==> src/rtl/divider_sequencer.sv <==
// divider_sequencer
// Sequences an external programmable clock divider through a queue of steps.
// Each step is a (divide, count) pair: the divider is loaded with the divide
// factor, released from reset, and the step ends once the divided clock has
// toggled `count` times. Steps run back-to-back while the queue is non-empty.
//
// Ports:
//   clk, reset        system clock; asynchronous active-high reset
//   in_valid/in_ready step push handshake
//   in_divide         divide factor of the pushed step (0 is stored as 1)
//   in_count          divided-clock toggles the pushed step lasts
//   div_divide_by     divide factor driven to the external divider
//   div_reset         reset driven to the external divider
//   div_clk_out       divided clock returned by the external divider
//   busy              a step is loading or running
//   done              one-cycle pulse when a step completes
//   fifo_level        queued steps, not counting the running one
//   abort             (only with DIVSEQ_ABORT_EN) drop running and queued steps
//
// Optional feature macro: DIVSEQ_ABORT_EN adds the abort input.
//
// state | meaning
// IDLE  | divider held in reset, waiting for a queued step
// LOAD  | one cycle: divide factor applied, divider still in reset
// RUN   | divider running, counting divided-clock toggles

module divider_sequencer #(
    parameter int DEPTH = 4,
    parameter int CW    = 12
) (
    input  logic                     clk,
    input  logic                     reset,
    input  logic                     in_valid,
    output logic                     in_ready,
    input  logic [15:0]              in_divide,
    input  logic [CW-1:0]            in_count,
    output logic [15:0]              div_divide_by,
    output logic                     div_reset,
    input  logic                     div_clk_out,
    output logic                     busy,
    output logic                     done,
    output logic [$clog2(DEPTH):0]   fifo_level
`ifdef DIVSEQ_ABORT_EN
    ,
    input  logic                     abort
`endif
);

    localparam int AW = $clog2(DEPTH);

    typedef enum logic [1:0] {IDLE, LOAD, RUN} state_t;

    state_t          state, state_n;
    logic [15:0]     mem_div [DEPTH];
    logic [CW-1:0]   mem_cnt [DEPTH];
    logic [AW-1:0]   wr_ptr, rd_ptr;
    logic [AW:0]     level;
    logic [15:0]     div_q;
    logic [CW-1:0]   run_cnt;
    logic [CW-1:0]   tcnt;
    logic [CW-1:0]   cnt_inc;
    logic            clk_prev;
    logic            toggle;
    logic            full, empty;
    logic            push, pop;
    logic            done_n, done_q;
    logic            clr_cnt, inc_cnt;
    logic            abort_i;

`ifdef DIVSEQ_ABORT_EN
    assign abort_i = abort;
`else
    assign abort_i = 1'b0;
`endif

    assign full    = (level == (AW+1)'(DEPTH));
    assign empty   = (level == '0);
    assign toggle  = div_clk_out ^ clk_prev;
    assign cnt_inc = tcnt + 1'b1;

    // in_ready reflects only the fill level; a push offered while full is
    // still taken when the same edge pops the head, so the slot is reused.
    assign in_ready = ~full;
    assign push     = in_valid & (~full | pop) & ~abort_i;

    always_comb begin
        state_n = state;
        pop     = 1'b0;
        done_n  = 1'b0;
        clr_cnt = 1'b0;
        inc_cnt = 1'b0;
        case (state)
            IDLE: begin
                if (!empty) begin
                    pop     = 1'b1;
                    state_n = LOAD;
                end
            end
            LOAD: begin
                clr_cnt = 1'b1;
                if (run_cnt == '0) begin
                    done_n  = 1'b1;
                    state_n = IDLE;
                end else begin
                    state_n = RUN;
                end
            end
            RUN: begin
                if (toggle) begin
                    if (cnt_inc == run_cnt) begin
                        done_n = 1'b1;
                        if (!empty) begin
                            pop     = 1'b1;
                            state_n = LOAD;
                        end else begin
                            state_n = IDLE;
                        end
                    end else begin
                        inc_cnt = 1'b1;
                    end
                end
            end
            default: state_n = IDLE;
        endcase
        if (abort_i) begin
            state_n = IDLE;
            pop     = 1'b0;
            done_n  = 1'b0;
        end
    end

    always_ff @(posedge clk or posedge reset) begin
        if (reset) begin
            state    <= IDLE;
            done_q   <= 1'b0;
            div_q    <= 16'd1;
            run_cnt  <= '0;
            tcnt     <= '0;
            clk_prev <= 1'b0;
        end else begin
            state    <= state_n;
            done_q   <= done_n;
            clk_prev <= div_clk_out;
            if (pop) begin
                div_q   <= mem_div[rd_ptr];
                run_cnt <= mem_cnt[rd_ptr];
            end
            if (clr_cnt || abort_i) begin
                tcnt <= '0;
            end else if (inc_cnt) begin
                tcnt <= cnt_inc;
            end
        end
    end

    always_ff @(posedge clk or posedge reset) begin
        if (reset) begin
            wr_ptr <= '0;
            rd_ptr <= '0;
            level  <= '0;
        end else if (abort_i) begin
            wr_ptr <= '0;
            rd_ptr <= '0;
            level  <= '0;
        end else begin
            if (push) wr_ptr <= wr_ptr + 1'b1;
            if (pop)  rd_ptr <= rd_ptr + 1'b1;
            case ({push, pop})
                2'b10:   level <= level + 1'b1;
                2'b01:   level <= level - 1'b1;
                default: level <= level;
            endcase
        end
    end

    always_ff @(posedge clk) begin
        if (push) begin
            mem_div[wr_ptr] <= (in_divide == 16'd0) ? 16'd1 : in_divide;
            mem_cnt[wr_ptr] <= in_count;
        end
    end

    assign busy          = (state != IDLE);
    assign div_reset     = (state != RUN);
    assign div_divide_by = div_q;
    assign done          = done_q;
    assign fifo_level    = level;

endmodule

==> config.mk <==
export PLATFORM = sky130hd
export DESIGN_NAME = divider_sequencer
export DESIGN_NICKNAME = d
export VERILOG_FILES = /design/src/rtl/divider_sequencer.sv
export SDC_FILE = /design/constraint.sdc
export NUM_CORES = 1
export LEC_CHECK = 0
export ABC_CLOCK_PERIOD_IN_PS = 3300
export CAP_MARGIN = 20
export CORE_ASPECT_RATIO = 0.8
export CORE_MARGIN = 5
export CORE_UTILIZATION = 53
export CTS_CLUSTER_SIZE = 20
export DETAILED_ROUTE_END_ITERATION = 7
export PLACE_DENSITY = 0.72
export RECOVER_POWER = 50
export SLEW_MARGIN = 20
export SYNTH_ARGS = -nofsm -noshare
export SYNTH_HDL_FRONTEND = slang
export SYNTH_SLANG_ARGS = --single-unit
==> constraint.sdc <==
create_clock -name clk -period 3.3 [get_ports clk]
set_input_delay 0.33 -clock clk [delete_from_list [all_inputs] [get_ports clk]]
set_output_delay 0.33 -clock clk [all_outputs]
set_load 0.03 [all_outputs]
Word level (Yosys, flattened, before mapping)
Memories as Yosys holds them, arrays and structs flattened. A register that Yosys moved wholly into a read port is not among the register bits.
Index checks and enable logic that the tools add are counted.
W data, S select, Z words.

storage, ports and cells
  flip-flop bits (word level) = 23
  bits in latches = 0
  bits in writable memories = 112
  bits in read-only memories = 0
  bits of input ports = 32
  output and inout port bits = 23
  logic and storage cells = 60
  memories = 2

cells by class
  $add $sub $neg = 5
  multiply operators = 0
  div/mod/pow operators = 0
  $lt $le $gt $ge = 0
  eq/ne operators = 10
  shift-type cells = 0
  muxes and demuxes = 24
  bitwise gates (word level) = 4
  reduce and logical (&&, ||, !) cells = 8

memory list
  name     depth  width  rd ports  clocked after Yosys merged registers in  wr ports  RTL line  source
  mem_div  4      16     1         1                                        1         54        logic [15:0] mem_div [DEPTH];
  mem_cnt  4      12     1         1                                        1         55        logic [CW-1:0] mem_cnt [DEPTH];

operators with widths
  operator                 count
  $mux W12                 2
  $logic_not A16 Y1        1
  $mux W16                 1
  $mux W1                  13
  $add A12 B1 Y12 const B  1
  $eq A12 B12 Y1           1
  $logic_not A12 Y1        1
  $mux W2                  4
  $ne A2 B2 Y1 const B     4
  $pmux W2 S3              1
  $pmux W3 S2              1
  $reduce_bool A2 Y1       3
  $add A2 B1 Y2 const B    2
  $eq A2 B1 Y1 const B     2
  $eq A2 B2 Y1 const B     2
  $pmux W1 S2              2
  $add A3 B1 Y3 const B    1
  $eq A3 B3 Y1 const B     1
  $logic_not A3 Y1         1
  $reduce_and A3 Y1        1
  $sub A3 B1 Y3 const B    1
  $logic_not A2 Y1         1
  $and A1 B1 Y1            1
  $not A1 Y1               1
  2 further kinds          2

Depth between registers and ports, before layout
Gate-level depths: netlist of run 1.

  depth after elaboration = 9
  gate-level depth with buffers = 13
  mapped depth without buffers = 12

Least setup slack after synthesis of run 1
No wires, ideal clock.

  path type = flip-flop to flip-flop
  start point = reg tcnt[0]
  end point = mem mem_cnt[0][0] (enable)
  library setup time = 387 ps
  data arrival time = 2955 ps
  path slack = -42 ps
  cell stages (with the launch flop) = 9
  period minus slack after synthesis = 3342 ps
  path through = dfrtp_1 -> ha_1 -> nand3_1 -> o21ai_0 -> nand4b_1 -> or4_4 -> o31a_4 -> a31oi_4 -> and2_1

on the way
  cells in the longest elaborated chain, start to end = 9

RTL lines
  what                           RTL line  source
  start: declaration             60        logic [CW-1:0] tcnt;
  start signal: assignment       151       tcnt <= cnt_inc;
  $add A12 B1 Y12                79        assign cnt_inc = tcnt + 1'b1;
  $eq A12 B12 Y1                 110       if (cnt_inc == run_cnt) begin
  $mux W1                        110
  $mux W1                        109       if (toggle) begin
  $pmux W1 S2                    92        case (state)
  $or A1 B1 Y1                   84        assign push = in_valid & (~full | pop) & ~abort_i;
  $and A1 B1 Y1                  84
  $mux W1                        177       if (push) begin
  $mux W1 (not written as such)  179       mem_cnt[wr_ptr] <= in_count;
  end: declaration               55

No other way between the ends.

Final worst setup path of run 1
  start point = reg tcnt[3]
  end point = reg level[2], in the netlist fifo_level[2]

on the way
  cells in the longest elaborated chain, start to end = 9
  elaborated cells between the ends (all ways) = 11
  classes of those cells = add/sub: 1; eq/ne: 3; mux: 4; bitwise: 2; reduce/logical: 1

RTL lines
  what                                               RTL line  source
  $add A12 B1 Y12 *                                  79
  $eq A12 B12 Y1 *                                   110
  $mux W1 *                                          110
  $mux W1 *                                          109
  $pmux W1 S2 *                                      92
  $or A1 B1 Y1                                       84
  $and A1 B1 Y1                                      84
  $eq A2 B1 Y1 or $eq A2 B2 Y1 (tied branches)       168       case ({push, pop})
  $pmux W3 S2 or $reduce_bool A2 Y1 (tied branches)  n/a
  end signal: assignment                             169       2'b10: level <= level + 1'b1;
  end signal: assignment                             170       2'b01: level <= level - 1'b1;
  end signal: assignment                             171       default: level <= level;
  end: declaration                                   57        logic [AW:0] level;

Every way passes the cells marked *; elsewhere a longest branch is shown, timed or not.
A chain may end at the register's enable or synchronous reset.

==> impl_results.rst, run 1 <==
.. list-table::
   :header-rows: 1

   * - Metric
     - Value
   * - Core outline area
     - 0.0134 sq mm
   * - Setup crit end kind
     - register
   * - Slew at the pin closest to its max-slew limit
     - ~1.3 ns
   * - Chip Height
     - between 100 and 150 um
   * - Ports placed on the boundary
     - 55
   * - Overall track demand over capacity in global routing
     - about 18%
   * - CP Data Arrival Time
     - ~3.6 ns
   * - Highest-count cells in the layout ignoring fill and taps
     - sky130_fd_sc_hd__edfxtp_1 (112), sky130_fd_sc_hd__dfrtp_1 (45), sky130_fd_sc_hd__dlygate4sd3_1 (39), sky130_fd_sc_hd__mux2_4 (29), sky130_fd_sc_hd__mux4_2 (28)
   * - Fill cells
     - between 900 and 1k
   * - Count of yosys warnings during synthesis
     - 0
   * - Number of enable flip-flop cells after synthesis
     - 112
   * - FF-to-FF End
     - fifo_level[2]
   * - Pins Over Slew Limit
     - 0
   * - Starting utilization of the core area
     - between 50 and 60%
   * - Non-filler instance count after layout
     - 685
   * - Clock root buffer master
     - sky130_fd_sc_hd__clkbuf_16
   * - Depth of the CTS H-tree
     - 4
   * - RR Startpoint
     - tcnt[3]
   * - Count of nets after finishing
     - 533
   * - Clk slew on worst S/H paths
     - ~0.070 ns
   * - Max-cap violations
     - 0
   * - Final Hold Vio Count
     - 0
   * - Die Outline Area
     - around 0.016 sq mm
   * - Insertion delay to the later sink of the worst-skew pair
     - ~0.42 ns
   * - Startpoint of the worst hold path
     - div_divide_by[4]
   * - Worst Hold Path Cells
     - 1
   * - Setup repair after global routing missed its margin
     - true
   * - Share of final-layout standard cells stronger than drive strength 1
     - 27.4%
   * - Worst Reg2Reg Path Length in Cells
     - 11
   * - Post-route ant nets
     - 0
   * - Worst supply voltage drop on vdd
     - ~0.66 mV
   * - Clock skew after layout
     - 0.0205 ns
   * - Portion of total power attributed to combinational logic
     - 37.5%
   * - Sort of element at the start of the critical path
     - register
   * - Longest Clk Path Bufs
     - 2
   * - Pin count of the biggest net entering global routing
     - 32
   * - Total placed cells including tap cells
     - roughly 650
   * - Outcome
     - finished clean
   * - Leak
     - about 3.2 nW
   * - # clock sinks
     - between 150 and 200
   * - Most common library cell in the layout ignoring fill and taps
     - sky130_fd_sc_hd__edfxtp_1
   * - Total CTS buffers
     - 17
   * - Final core utilization
     - between 60% and 70%
   * - Number of distinct library cell variants in the gate-level netlist after synthesis
     - 55
   * - R2r setup slk
     - about 0.038 ns
   * - Final Setup Violations
     - 0
   * - Final critical delay including setup and external delays
     - ~3.3 ns
   * - CTS tree
     - built
   * - Netlist area before placement
     - around 0.007 sq mm
   * - Share of synthesized area occupied by flip-flops and latches
     - about two thirds
   * - Number of antenna violations at the first check in global routing
     - 2
   * - Pwr Density
     - 935 mW/mm^2
   * - Share of the clock period used by the worst path after layout
     - a little over nine tenths
   * - Min-Delay Path Class
     - reg -> reg
   * - Pint
     - 5.42 mW
   * - Area Overhead vs Synth
     - 20.1%
   * - Seq pwr share
     - around two fifths
   * - Wire length of the first global-routing pass
     - about 22000 um
   * - Sum of negative setup slack
     - 0 ns
   * - Port buffer count
     - 54
   * - Share of total power in the clock network
     - between 20% and 30%
   * - Hold-fix buffer count after cts
     - 0
   * - Worst Path Class, Setup
     - reg -> reg
   * - Post-Syn Instances
     - roughly 430
   * - Wirelength, routed
     - roughly 13000 um
   * - DRC Markers
     - 0
   * - Overall via count from detail_route
     - around 3.8k
   * - Average detailed-routed wire length per instance
     - roughly 20 um
   * - Largest fanout on the critical path
     - 7
   * - Last weighted congestion value of the routability-driven placer
     - around 0.9
   * - Mean area per synthesized cell
     - ~17 sq um
   * - Iteration count of the initial detailed-routing pass
     - 4
   * - Std-Cell Rows
     - 38
   * - WHS
     - between 0.5 and 0.6 ns
   * - Endpoint of the worst hold path
     - div_divide_by[4]
   * - First-iteration detailed-routing DRC count
     - 300
   * - Primary flip-flop cell chosen by synthesis mapping
     - sky130_fd_sc_hd__edfxtp_1
   * - Relative slew slack
     - between 10% and 20%
   * - Switching power share of the total
     - about a third
   * - Via count of the first global-routing pass
     - between 4k and 5k
   * - Upper clock frequency limit
     - between 0.3 and 0.4 GHz
   * - Detailed-route vias per instance
     - about 5.5
   * - NetSw
     - 2.62 mW
   * - FF+latch count, synth
     - about 160
   * - Final Total Pwr
     - 8.04 mW
   * - Remaining global-route overflow
     - 0
   * - Die width
     - around 140 um
   * - Estimated wirelength of the detail-placed design
     - a little under 9000 um
   * - Net count after synthesis
     - between 400 and 500
   * - Worst path required time
     - ~3.7 ns
   * - Share of flip-flops with an asynchronous set or reset after synthesis
     - approximately 31%
[cell type report]
| cell class | instances | area [sq um] | area share [%] |
|---|---|---|---|
| sequential | 163 | 4650 | 54.1 |
| multi-input combinational | 219 | 2360 | 27.5 |
| timing repair buffer | 76 | 748 | 8.71 |
| clock buffer | 19 | 433 | 5.04 |
| tap | 180 | 225 | 2.62 |
| clock inverter | 13 | 128 | 1.48 |
| inverter | 13 | 48.8 | 0.568 |
| antenna | 2 | 5.00 | 0.0582 |
[Yosys cell counts, types with 2 or more instances]
| cell type | n | area [sq um] |
|---|---|---|
| sky130_fd_sc_hd__a211oi_1 | 2 | 15.0 |
| sky130_fd_sc_hd__a21oi_1 | 3 | 15.0 |
| sky130_fd_sc_hd__a22oi_1 | 3 | 22.5 |
| sky130_fd_sc_hd__and2_1 | 5 | 31.3 |
| sky130_fd_sc_hd__buf_12 | 3 | 60.1 |
| sky130_fd_sc_hd__buf_2 | 3 | 15.0 |
| sky130_fd_sc_hd__clkbuf_1 | 25 | 93.8 |
| sky130_fd_sc_hd__dfrtp_1 | 50 | 1250 |
| sky130_fd_sc_hd__edfxtp_1 | 112 | 3360 |
| sky130_fd_sc_hd__ha_1 | 10 | 125 |
| sky130_fd_sc_hd__inv_1 | 13 | 48.8 |
| sky130_fd_sc_hd__mux2_4 | 29 | 435 |
| sky130_fd_sc_hd__mux2i_1 | 5 | 50.1 |
| sky130_fd_sc_hd__mux4_2 | 28 | 631 |
| sky130_fd_sc_hd__nand2_1 | 14 | 52.6 |
| sky130_fd_sc_hd__nand3_1 | 4 | 20.0 |
| sky130_fd_sc_hd__nand4_1 | 3 | 18.8 |
| sky130_fd_sc_hd__nor2_1 | 20 | 75.1 |
| sky130_fd_sc_hd__nor2b_1 | 6 | 37.5 |
| sky130_fd_sc_hd__nor3_1 | 5 | 25.0 |
| sky130_fd_sc_hd__nor3b_1 | 2 | 15.0 |
| sky130_fd_sc_hd__nor4_1 | 8 | 50.1 |
| sky130_fd_sc_hd__o211ai_1 | 6 | 45.0 |
| sky130_fd_sc_hd__o21ai_0 | 7 | 35.0 |
| sky130_fd_sc_hd__or3_1 | 3 | 18.8 |
| sky130_fd_sc_hd__or4_1 | 3 | 22.5 |
| sky130_fd_sc_hd__xnor2_1 | 14 | 123 |
| sky130_fd_sc_hd__xor2_1 | 14 | 123 |
[routing by layer]
metal	global-route usage [%]	routed length, um	part of all wire, %
met1	24.9	6060	45
met5	0	0	0
met4	5.36	138	1.0
met3	5.20	565	4.2
met2	29.3	6610	49
[per-stage QoR]
step	instance area, sq um	setup slack [ns]
finish	8590	0.0383
floorplan	7170	0.0280
CTS	8520	0.00654
global placement	7960	0.125
detailed placement	7960	0.0166
global route	8590	-0.0813
[power by group through the flow]
stage	Combinational, mW	Clock (mW)	Sequential (mW)
global route	3.24	1.99	3.25
CTS	3.03	1.89	3.18
floorplan	2.11	0	3.25
global placement	2.96	0	3.19
finish	3.01	1.85	3.18
detailed placement	3.01	0	3.21
[state kept, by name (all words and copies together) (netlist names)]
| name | cells |
|---|---|
| tcnt | 12 |
| rd_ptr | 2 |
| mem_cnt | 48 |
| div_divide_by | 16 |
| fifo_level | 3 |
| run_cnt | 12 |
| state | 2 |
| mem_div | 64 |
| clk_prev | 1 |
| done | 1 |
| wr_ptr | 2 |
[worst max-delay path by stage]
stage / from / end / cells past startpoint
4_1_cts: tcnt[0] / fifo_level[2] / 12
6_report: tcnt[3] / fifo_level[2] / 11
2_1_floorplan: tcnt[0] / fifo_level[2] / 13
3_3_place_gp: tcnt[0] / fifo_level[2] / 12
5_1_grt: tcnt[2] / fifo_level[2] / 11
3_5_place_dp: tcnt[0] / fifo_level[2] / 12
[timing repair]
action                                  4_1_cts  5_1_grt
endpoints found under the setup margin        0        2
setup buffers                                 0        2
resized for setup                             0       17
[worst max-delay path, cell delays in order, from the launching register on]
cell and delay (ns):
sky130_fd_sc_hd__dfrtp_1 0.53, sky130_fd_sc_hd__nand3_4 0.19, sky130_fd_sc_hd__nor4_4 0.30, sky130_fd_sc_hd__xnor2_1 0.12, sky130_fd_sc_hd__or4_4 0.50, sky130_fd_sc_hd__o31a_4 0.40
sky130_fd_sc_hd__nor2_8 0.09, sky130_fd_sc_hd__nand2_2 0.07, sky130_fd_sc_hd__fa_2 0.39, sky130_fd_sc_hd__or3_1 0.33, sky130_fd_sc_hd__mux2i_1 0.14, sky130_fd_sc_hd__a221o_1 0.13
[cells by family after synthesis]
logic type      Yosys count  share of synthesized area, %
mux                      63                          15.8
xor+xnor                 28                          3.43
fa+ha+maj                11                          2.03
compound gates           33                          3.72
simple gates             84                          7.03
flops                   163                          64.8
buf+inv                  45                          3.20
Note: power is estimated with default switching activity, not from simulation.
==> inputs of run 2 (changes only) <==
--- a/config.mk
+++ b/config.mk
@@ -5,14 +5,14 @@
 export SDC_FILE = /design/constraint.sdc
 export NUM_CORES = 1
 export LEC_CHECK = 0
-export ABC_CLOCK_PERIOD_IN_PS = 3300
+export ABC_CLOCK_PERIOD_IN_PS = 3900
 export CAP_MARGIN = 20
 export CORE_ASPECT_RATIO = 0.8
 export CORE_MARGIN = 5
-export CORE_UTILIZATION = 53
+export CORE_UTILIZATION = 60
 export CTS_CLUSTER_SIZE = 20
 export DETAILED_ROUTE_END_ITERATION = 7
-export PLACE_DENSITY = 0.72
+export PLACE_DENSITY = 0.78
 export RECOVER_POWER = 50
 export SLEW_MARGIN = 20
 export SYNTH_ARGS = -nofsm -noshare
==> constraint.sdc (replaced) <==
create_clock -name clk -period 3.9 [get_ports clk]
set_input_delay 0.39 -clock clk [delete_from_list [all_inputs] [get_ports clk]]
set_output_delay 0.39 -clock clk [all_outputs]
set_load 0.03 [all_outputs]
==> run 2 against run 1 <==
Against the previous run:
- die area shrank 11%
- first-iteration DRC count shrank 0.67%
- sequential power is 15% lower
- total power decreased by 18%
- fmax is 5.8% lower
- via count decreased by 0.13%
==> impl_results.rst, run 2 (same netlist as run 1, synthesis figures left out) <==
.. list-table::
   :header-rows: 1

   * - Metric
     - Value
   * - Average detailed-routed wire length per instance
     - 20.4 um (was 19.5 um)
   * - Via count of the first global-routing pass
     - 3957 (was 4083)
   * - Total buffers and inverters traversed by the critical path
     - 0 (unchanged)
   * - Setup repair after global routing missed its margin
     - false (was true)
   * - Insertion delay to the later sink of the worst-skew pair
     - 0.42 ns (about the same)
   * - Non-filler instance count after layout
     - 640 (was 685)
   * - Largest fanout on the critical path
     - 11 (was 7)
   * - Min-Delay Path Class
     - reg -> reg (unchanged)
   * - Die width
     - 132 um (was 140 um)
   * - Worst stage delay on the critical path
     - 0.61 ns (was 0.53 ns)
   * - Portion of total power attributed to combinational logic
     - 36.7% (was 37.5%)
   * - Seq pwr share
     - 40.7% (was 39.5%)
   * - Seq. cell area
     - 0.00464 sq mm (was 0.00465 sq mm)
   * - Max FFs per register
     - 64 (unchanged)
   * - # clock sinks
     - 163 (unchanged)
   * - Worst supply voltage drop on vdd
     - 0.484 mV (was 0.659 mV)
   * - Chip Height
     - 108 um (was 114 um)
   * - Wirelength, routed
     - 13100 um (was 13400 um)
   * - Worst Hold Path Cells
     - 1 (unchanged)
   * - Worst-path cell chain
     - ha_1, nand3_1, o21ai_0, nand4b_1, or4_4, o31a_4, nor2_8, nand2_1, fa_1, or3_1, mux2i_1, a221o_1 (was nand3_4, nor4_4, xnor2_1, or4_4, o31a_4, nor2_8, nand2_2, fa_2, or3_1, mux2i_1, a221o_1)
   * - Final std cell area, no fill
     - 0.00836 sq mm (was 0.00859 sq mm)
   * - First-iteration detailed-routing DRC count
     - 298 (was 300)
   * - Highest-count cells in the layout ignoring fill and taps
     - sky130_fd_sc_hd__edfxtp_1 (112), sky130_fd_sc_hd__dfrtp_1 (49), sky130_fd_sc_hd__dlygate4sd3_1 (39), sky130_fd_sc_hd__mux2_4 (29), sky130_fd_sc_hd__mux4_2 (28) (was sky130_fd_sc_hd__edfxtp_1 (112), sky130_fd_sc_hd__dfrtp_1 (45), sky130_fd_sc_hd__dlygate4sd3_1 (39), sky130_fd_sc_hd__mux2_4 (29), sky130_fd_sc_hd__mux4_2 (28))
   * - Sort of element at the start of the critical path
     - register (unchanged)
   * - Hold-fix buffer count after cts
     - 0 (unchanged)
   * - Area Overhead vs Synth
     - 16.9% (was 20.1%)
   * - DRC Markers
     - 0 (unchanged)
   * - Starting utilization of the core area
     - 61.7% (was 53.4%)
   * - Remaining global-route overflow
     - 0 (unchanged)
   * - Slew at the pin closest to its max-slew limit
     - 1.41 ns (was 1.30 ns)
   * - Longest Clk Path Bufs
     - 2 (unchanged)
   * - Overall track demand over capacity in global routing
     - 19.8% (was 18.3%)
   * - Worst Reg2Reg Path Length in Cells
     - 12 (was 11)
   * - Sum of negative setup slack
     - 0 ns (unchanged)
   * - Pint
     - 4.43 mW (was 5.42 mW)
   * - Placed Area
     - 0.00783 sq mm (was 0.00796 sq mm)
   * - Final critical delay including setup and external delays
     - 3.46 ns (was 3.26 ns)
   * - Core outline area
     - 0.0116 sq mm (was 0.0134 sq mm)
   * - Worst path required time
     - 4.26 ns (was 3.65 ns)
   * - CTS tree
     - built (unchanged)
   * - Largest register by flop count
     - mem_div (unchanged)
   * - Detailed-route vias per instance
     - 5.87 (was 5.49)
   * - Outcome
     - finished clean (unchanged)
   * - Multi-input gate area in the final layout
     - 0.00229 sq mm (was 0.00236 sq mm)
   * - Pins Over Slew Limit
     - 0 (unchanged)
   * - Total CTS buffers
     - 17 (unchanged)
   * - Share of final-layout standard cells stronger than drive strength 1
     - 22.0% (was 27.4%)
   * - Depth of the CTS H-tree
     - 4 (unchanged)
   * - Max-cap violations
     - 0 (unchanged)
   * - Relative slew slack
     - 6.03% (was 13.2%)
   * - Upper clock frequency limit
     - 0.289 GHz (was 0.307 GHz)
   * - Wire length of the first global-routing pass
     - 21500 um (was 22300 um)
   * - Final core utilization
     - 72.1% (was 64.1%)
   * - Clock root buffer master
     - sky130_fd_sc_hd__clkbuf_16 (unchanged)
   * - Fill cells
     - 669 (was 933)
   * - Count of nets after finishing
     - 521 (was 533)
   * - Logic depth of the worst path, buffers included
     - 12 (was 11)
   * - R2r setup slk
     - 0.44 ns (was 0.04 ns)
   * - Worst Path Class, Setup
     - reg -> reg (unchanged)
   * - Most common library cell in the layout ignoring fill and taps
     - sky130_fd_sc_hd__edfxtp_1 (unchanged)
   * - Estimated wirelength of the detail-placed design
     - 8070 um (was 8680 um)
   * - Ports placed on the boundary
     - 55 (unchanged)
   * - Std-Cell Rows
     - 35 (was 38)
   * - Final Total Pwr
     - 6.62 mW (was 8.04 mW)
   * - NetSw
     - 2.19 mW (was 2.62 mW)
   * - Last weighted congestion value of the routability-driven placer
     - 0.899 (was 0.905)
   * - Kind of cell adding the most delay to the critical path
     - simple AND/OR/NAND/NOR gates (unchanged)
   * - Number of resized instances in the post-cts repair step
     - 0 (unchanged)
   * - Iteration count of the initial detailed-routing pass
     - 4 (unchanged)
   * - Number of post-CTS setup repair buffers
     - 0 (unchanged)
   * - Leak
     - 3.10 nW (was 3.18 nW)
   * - Pin count of the biggest net entering global routing
     - 31 (was 32)
   * - CP Data Arrival Time
     - 3.82 ns (was 3.61 ns)
   * - Clock skew after layout
     - 0.00894 ns (was 0.0205 ns)
   * - Share of total power in the clock network
     - 22.6% (was 23.0%)
   * - Setup crit end kind
     - register (unchanged)
   * - Number of antenna violations at the first check in global routing
     - 1 (was 2)
   * - Port buffer count
     - 54 (unchanged)
   * - Slowest library cell on the worst path
     - sky130_fd_sc_hd__or4_4 (was sky130_fd_sc_hd__dfrtp_1)
   * - Final Setup Violations
     - 0 (unchanged)
   * - Overall via count from detail_route
     - 3758 (was 3763)
   * - Total placed cells including tap cells
     - 607 (was 649)
   * - Clk slew on worst S/H paths
     - 0.06 ns (was 0.07 ns)
   * - Die Outline Area
     - 0.0142 sq mm (was 0.0159 sq mm)
   * - Pwr Density
     - 792 mW/mm^2 (was 935 mW/mm^2)
   * - Share of the clock period used by the worst path after layout
     - 88.8% (was 98.8%)
   * - Switching power share of the total
     - 33.0% (was 32.6%)
   * - Final Hold Vio Count
     - 0 (unchanged)
   * - Post-route ant nets
     - 0 (unchanged)
## run 2: cell types whose count changed in the layout (fill, tap and decap cells not counted), sizes merged
cell and change:
diode -1, clkbuf -1, clkinvlp +4, bufinv -1, buf -11, clkinv -3
## run 2: final timing paths
kind	from	end
setup / recovery	tcnt[0]	fifo_level[2]
hold / removal	div_divide_by[8]	div_divide_by[8]
setup reg to reg	tcnt[0]	fifo_level[2]
hold reg to reg	div_divide_by[8]	div_divide_by[8]
max in group asynchronous	reset	tcnt[4]
min in group asynchronous	reset	div_divide_by[3]
## run 2: final cells by class
cell class,instances,area share (%)
Timing Repair Buffer,64,7.91
Multi-Input combinational cell,219,27.3
Tap cell,148,2.21
Inverter,13,0.583
Clock buffer,19,5.18
Clock inverter,13,1.20
Antenna cell,1,0.0299
Sequential cell,163,55.5
## run 2: through the flow
step           setup slack [ns]  hold slack, ns
2_1_floorplan             0.558           0.421
3_3_place_gp              0.586           0.495
3_5_place_dp              0.489           0.497
4_1_cts                   0.466           0.372
5_1_grt                   0.224           0.524
6_report                  0.438           0.509
## run 2: layer usage
metal  wire length, um  global-route usage [%]  vias up
met3               677                    5.05        8
li1                  -                       -     1726
met4               108                    5.73        0
met1              5850                    26.6     1915
met5                 0                       0        -
met2              6440                    32.6      109
## run 2: power groups by stage
stage	clock network, mW	registers [mW]	logic [mW]
finish	1.50	2.70	2.43
global route	1.60	2.76	2.59
CTS	1.52	2.70	2.48
detailed placement	0	2.72	2.46
global placement	0	2.70	2.41
floorplan	0	2.75	1.78
